**src/rtl/rom_pkg.sv**
```systemverilog
// Shared types and default widths for the ROM download path.
package rom_pkg;

   localparam int ADDR_W_DEF = 25;
   localparam int MEM_AW_DEF = 20;

   typedef enum logic [2:0] {
      ST_IDLE,
      ST_READ,
      ST_FETCH,
      ST_SEND,
      ST_GAP_WAIT,
      ST_FINISH
   } tx_state_e;

endpackage

```
**src/rtl/ioctl_download_tx.sv**
```systemverilog
// Streams a memory region out as ioctl write beats, one byte per beat.
// Define ROM_TX_CHECKSUM_EN to add a 16-bit running byte checksum output.
module ioctl_download_tx
   import rom_pkg::*;
#(
   parameter int ADDR_W = ADDR_W_DEF,
   parameter int MEM_AW = MEM_AW_DEF,
   parameter int GAP    = 0
) (
   input  logic              clk,
   input  logic              reset_n,
   input  logic              start,
   input  logic              abort,
   input  logic [MEM_AW-1:0] src_base,
   input  logic [ADDR_W-1:0] dest_base,
   input  logic [MEM_AW:0]   length,
   output logic [MEM_AW-1:0] mem_addr,
   output logic              mem_rd,
   input  logic [7:0]        mem_data,
   output logic              ioctl_download,
   output logic [ADDR_W-1:0] ioctl_addr,
   output logic [7:0]        ioctl_dout,
   output logic              ioctl_wr,
   input  logic              ioctl_wait,
   output logic              busy,
   output logic              done
`ifdef ROM_TX_CHECKSUM_EN
   ,
   output logic [15:0]       checksum
`endif
);

   localparam int GW = (GAP > 1) ? $clog2(GAP) : 1;

   tx_state_e         state_q, state_d;
   logic [MEM_AW-1:0] src_q, src_d;
   logic [ADDR_W-1:0] dest_q, dest_d;
   logic [MEM_AW:0]   len_q, len_d;
   logic [MEM_AW:0]   offs_q, offs_d;
   logic [MEM_AW:0]   offs_inc;
   logic [GW-1:0]     gap_q, gap_d;
   logic [7:0]        dout_q;
   logic              start_ok;
   logic              accept;

   assign start_ok = (state_q == ST_IDLE) && start;
   // Abort wins over a beat that would otherwise be accepted this cycle.
   assign accept   = (state_q == ST_SEND) && !ioctl_wait && !abort;
   assign offs_inc = offs_q + 1'b1;

   always_comb begin
      state_d = state_q;
      src_d   = src_q;
      dest_d  = dest_q;
      len_d   = len_q;
      offs_d  = offs_q;
      gap_d   = gap_q;
      if (abort && state_q != ST_IDLE) begin
         state_d = ST_IDLE;
      end else begin
         unique case (state_q)
            ST_IDLE: begin
               if (start) begin
                  src_d   = src_base;
                  dest_d  = dest_base;
                  len_d   = length;
                  offs_d  = '0;
                  state_d = (length == '0) ? ST_FINISH : ST_READ;
               end
            end
            ST_READ:  state_d = ST_FETCH;
            ST_FETCH: state_d = ST_SEND;
            ST_SEND: begin
               if (accept) begin
                  offs_d = offs_inc;
                  gap_d  = '0;
                  if (offs_inc == len_q)
                     state_d = ST_FINISH;
                  else if (GAP > 0)
                     state_d = ST_GAP_WAIT;
                  else
                     state_d = ST_READ;
               end
            end
            ST_GAP_WAIT: begin
               if (32'(gap_q) >= GAP - 1)
                  state_d = ST_READ;
               else
                  gap_d = gap_q + 1'b1;
            end
            ST_FINISH: state_d = ST_IDLE;
            default:   state_d = ST_IDLE;
         endcase
      end
   end

   always_ff @(posedge clk or negedge reset_n) begin
      if (!reset_n) begin
         state_q <= ST_IDLE;
         src_q   <= '0;
         dest_q  <= '0;
         len_q   <= '0;
         offs_q  <= '0;
         gap_q   <= '0;
      end else begin
         state_q <= state_d;
         src_q   <= src_d;
         dest_q  <= dest_d;
         len_q   <= len_d;
         offs_q  <= offs_d;
         gap_q   <= gap_d;
      end
   end

   always_ff @(posedge clk or negedge reset_n) begin
      if (!reset_n)
         dout_q <= '0;
      else if (state_q == ST_FETCH)
         dout_q <= mem_data;
   end

   assign mem_rd     = (state_q == ST_READ);
   assign mem_addr   = src_q + offs_q[MEM_AW-1:0];
   assign ioctl_addr = dest_q + ADDR_W'(offs_q);
   assign ioctl_dout = dout_q;
   assign ioctl_wr   = accept;
   assign busy       = (state_q != ST_IDLE);
   assign done       = (state_q == ST_FINISH);

   assign ioctl_download = (state_q == ST_READ)
                        || (state_q == ST_FETCH)
                        || (state_q == ST_SEND)
                        || (state_q == ST_GAP_WAIT);

`ifdef ROM_TX_CHECKSUM_EN
   logic [15:0] cks_q, cks_d;

   always_comb begin
      cks_d = cks_q;
      if (start_ok)
         cks_d = '0;
      else if (accept)
         cks_d = cks_q + {8'h00, dout_q};
   end

   always_ff @(posedge clk or negedge reset_n) begin
      if (!reset_n)
         cks_q <= '0;
      else
         cks_q <= cks_d;
   end

   assign checksum = cks_q;
`endif

endmodule
```
**config.mk**
```make
export PLATFORM = sky130hd
export DESIGN_NAME = ioctl_download_tx
export DESIGN_NICKNAME = d
export VERILOG_FILES = /design/src/rtl/rom_pkg.sv /design/src/rtl/ioctl_download_tx.sv
export SDC_FILE = /design/constraint.sdc
export NUM_CORES = 1
export LEC_CHECK = 0
export BUFFER_PORTS_ARGS = -buffer_cell sky130_fd_sc_hd__buf_4
export CAP_MARGIN = 10
export CORE_UTILIZATION = 28
export CTS_CLUSTER_DIAMETER = 30
export DETAILED_ROUTE_END_ITERATION = 6
export GPL_TIMING_DRIVEN = 0
export SYNTH_ARGS = -nofsm -noshare
export SYNTH_HDL_FRONTEND = slang
export SYNTH_SLANG_ARGS = --single-unit
```
**constraint.sdc**
```tcl
create_clock -name clk -period 5.2 [get_ports clk]
set_input_delay 1.04 -clock clk [delete_from_list [all_inputs] [get_ports clk]]
set_output_delay 1.04 -clock clk [all_outputs]
set_load 0.01 [all_outputs]
```
==> results list <==
- The floorplan step set the die height to 155.1 um.
* Maximum clock frequency: 0.2107 GHz
- Global-route wire length before repair: 28640 um
* CTS tree: done
* IR Drop Worst-Case VDD: 0.2030 mV
- The clock passes through at most 2 buffers.
- Average instance area after synthesis: 9.889 um^2
- Leaving out fill and tap cells, the most frequent cells in the layout are sky130_fd_sc_hd__buf_4, sky130_fd_sc_hd__dfrtp_1, sky130_fd_sc_hd__mux2_2.
- Class of the worst hold path: reg2reg
- Per-cell routed wire length: 15.72 um
* Antenna cell count: 0
* Starting DRC count in detailed routing: 278
- The worst pin sits at a relative slew slack of 42.80%.
- For this run, the post-layout net count is 934.
* Element type at the critical path end: output pin
- Hold timing on the final database bottoms out at a slack of 0.5156 ns.
* Fraction of the yosys area taken by sequential cells: 37.35%
- Summing all non-filler instances in the final layout gives an area of 0.008357 mm^2.
* Data arrival time of the worst path: 3.71 ns
- Highest net fanout along the worst path: 9
- The count of buffers added on input and output ports is 136.
- Cell area after placement: 0.008006 mm^2
- Leakage power summed over all cells: 3.705 nW
* Total clock buffers created by CTS: 9
- Final setup fails: 0
- Worst-margin pin slew: 0.8580 ns
- Number of hold violations in the final report: 0
- Antenna violations before repair: 0
- Most frequent standard cell in the layout excluding fill and tap cells: sky130_fd_sc_hd__buf_4
* Final HPWL DP: 14130 um
- Ranked by total cell area, the synthesized netlist is headed by sky130_fd_sc_hd__dfrtp_1, sky130_fd_sc_hd__mux2_2, sky130_fd_sc_hd__ha_1.
* Via-per-instance ratio: 4.846
* Post-Synthesis Cell Area: 0.006566 mm^2
- Dividing the final minimum period by the clock period gives 91.27%.
* Post-Syn Nets: 786
* Ys async rst share: 100.0%
* Post-synth top flop: sky130_fd_sc_hd__dfrtp_1
- Gates resized during post-CTS repair numbered 0.
* Starting Density: 28.74%
* Number of clock sinks: 98
- Post-route ant nets: 0
* Pwr Density: 386.6 mW/mm^2
* Total design power: 3.231 mW
- First-pass detailed-route iteration total: 4
- WP data required: 4.16 ns
* Number of enable flip-flop cells after synthesis: 0
* Total Negative Setup Slacks: 0 ns
- Kind of start point of the critical path: flip-flop
* DR DRC count: 0
- Detailed routing inserted a total of 5476 vias.
* Library cell with the largest summed area after synthesis: sky130_fd_sc_hd__dfrtp_1
- Post-CTS Hold Buffers: 0
- FF+latch count, synth: 98
- During synthesis, Yosys emitted a total of 0 warnings.
- Setup repair after global routing left no endpoint under its margin.
* Area fraction of the dominant cell type after synthesis: 37.35%
- MaxCap Viol Count: 0
* Critical path class: reg2out
* Overall routing resource usage: 15.27%
- Register clock-pin slew on the reported worst setup and hold paths: 0.07 ns
- Weighted congestion at the end of routability-driven global placement: 0.8623
* Number of pins with negative max-slew slack in the final report: 0
- Entering global routing, the biggest net connects 64 pins.
* Remaining global-route overflow: 0
* Root Driver: sky130_fd_sc_hd__clkbuf_16
- The die covers 0.02407 mm^2.
- The H-tree was split into 3 levels.
- Gate Count Post-Synth: 664
- Layout Area Growth over Synthesis: 27.27%
- CORE AREA: 0.02285 mm^2
- Postcts setup bufs: 0
- Clock latency on the worst-skew pair: 0.35 ns
- Number of filler instances in the final layout: 2343
* Routed wire length: 17760 um
* Die width: 155.1 um
* Layout cells sized above 1: 29.25%
* Post-synth cell types: 58
- The via count of the first global-routing pass was 5367.
- For this design the top-level I/O count stands at 137.
* Worst setup skew after layout: 0.01306 ns
- Core Rows: 55
* Run status: completed
* Time the worst path needs with I/O delays and setup: 4.746 ns
## cell type report
| type | instances | area [um^2] | share of cell area [%] |
|---|---|---|---|
| clock inverter | 6 | 111.4 | 1.333 |
| multi-input combinational | 522 | 3945 | 47.21 |
| clock buffer | 10 | 239.0 | 2.860 |
| timing repair buffer | 137 | 1049 | 12.55 |
| tap | 313 | 391.6 | 4.686 |
| sequential | 98 | 2452 | 29.35 |
| buffer | 21 | 82.58 | 0.9882 |
| inverter | 23 | 86.33 | 1.033 |
## worst paths after layout
kind,startpoint,slack (ns),cells past startpoint,to
min,ioctl_dout[4],0.52,1,ioctl_dout[4]
min reg2reg,ioctl_dout[4],0.52,1,ioctl_dout[4]
max reg2reg,state_q[2],2.38,7,len_q[5]
max in group asynchronous,reset_n,3.83,2,offs_q[1]
max,offs_q[0],0.45,11,mem_addr[18]
min in group asynchronous,reset_n,0.66,1,dest_q[21]
## critical path, stage by stage, from the launching register on
cell                       delay, ns
sky130_fd_sc_hd__dfrtp_1        0.58
sky130_fd_sc_hd__ha_1           0.26
sky130_fd_sc_hd__inv_1          0.06
sky130_fd_sc_hd__fa_1           0.41
sky130_fd_sc_hd__nor2b_1        0.16
sky130_fd_sc_hd__o31a_1         0.21
sky130_fd_sc_hd__nor2_1         0.09
sky130_fd_sc_hd__o31ai_1        0.58
sky130_fd_sc_hd__a221oi_1       0.22
sky130_fd_sc_hd__or4_1          0.52
sky130_fd_sc_hd__o211ai_1       0.11
sky130_fd_sc_hd__buf_4          0.15
## layer usage
| metal | part of all wire (%) | up-vias | track usage (%) |
|---|---|---|---|
| met2 | 45 | 153 | 24.43 |
| li1 | - | 2736 | - |
| met1 | 49 | 2569 | 21.01 |
| met4 | 1.4 | 0 | 3.489 |
| met5 | 0 | - | 0 |
| met3 | 4.6 | 18 | 3.203 |
## sequential cells by signal (all words and copies together) (netlist names)
name        count
dest_q         25
len_q          21
offs_q         21
src_q          20
ioctl_dout      8
state_q         3
## power breakdown
part           total, mW  internal, mW  switching [mW]
Sequential          1.14         0.981           0.157
Combinational       1.30         0.689           0.610
Clock              0.795         0.485           0.310
Total               3.23          2.15            1.08
## synthesized netlist by cell type, types with 5 or more instances
cell,count
sky130_fd_sc_hd__dfrtp_1,98
sky130_fd_sc_hd__mux2_2,71
sky130_fd_sc_hd__xnor2_1,52
sky130_fd_sc_hd__nor2_1,47
sky130_fd_sc_hd__ha_1,41
sky130_fd_sc_hd__a21oi_1,40
sky130_fd_sc_hd__nand2_1,40
sky130_fd_sc_hd__o21ai_0,39
sky130_fd_sc_hd__inv_1,22
sky130_fd_sc_hd__clkbuf_1,18
sky130_fd_sc_hd__xor2_1,15
sky130_fd_sc_hd__nand3_1,13
sky130_fd_sc_hd__a21o_1,12
sky130_fd_sc_hd__nor3_1,12
sky130_fd_sc_hd__o21a_1,11
sky130_fd_sc_hd__nor4_1,10
sky130_fd_sc_hd__o31ai_1,10
sky130_fd_sc_hd__and3_1,8
sky130_fd_sc_hd__nand4_1,8
sky130_fd_sc_hd__a211oi_1,7
sky130_fd_sc_hd__nand2b_1,7
sky130_fd_sc_hd__nor2b_1,5
sky130_fd_sc_hd__o211ai_1,5
sky130_fd_sc_hd__o21ai_1,5
## stage by stage
stage	worst slack (ns)	util, %	std cells
after floorplan	1.638	-	664
after global placement	0.8344	34.92	1113
after detailed placement	0.8262	35.04	1114
after CTS	0.4184	36.58	1130
after global routing	0.2562	36.58	1130
final	0.4540	36.58	1130
## cell families (layout without fill, tap and decap cells)
logic type	Yosys count	count (layout)	share of synthesized area [%]
AO/OA/AOI/OAI	164	164	15.93
XOR/XNOR	67	67	8.937
multiplexers	73	73	12.48
adder cells (fa/ha/maj)	43	43	8.422
AND/OR/NAND/NOR	175	175	14.31
flip-flops	98	98	37.35
buffers and inverters	44	197	2.572
No activity file was read; power rests on OpenSTA's default activity.
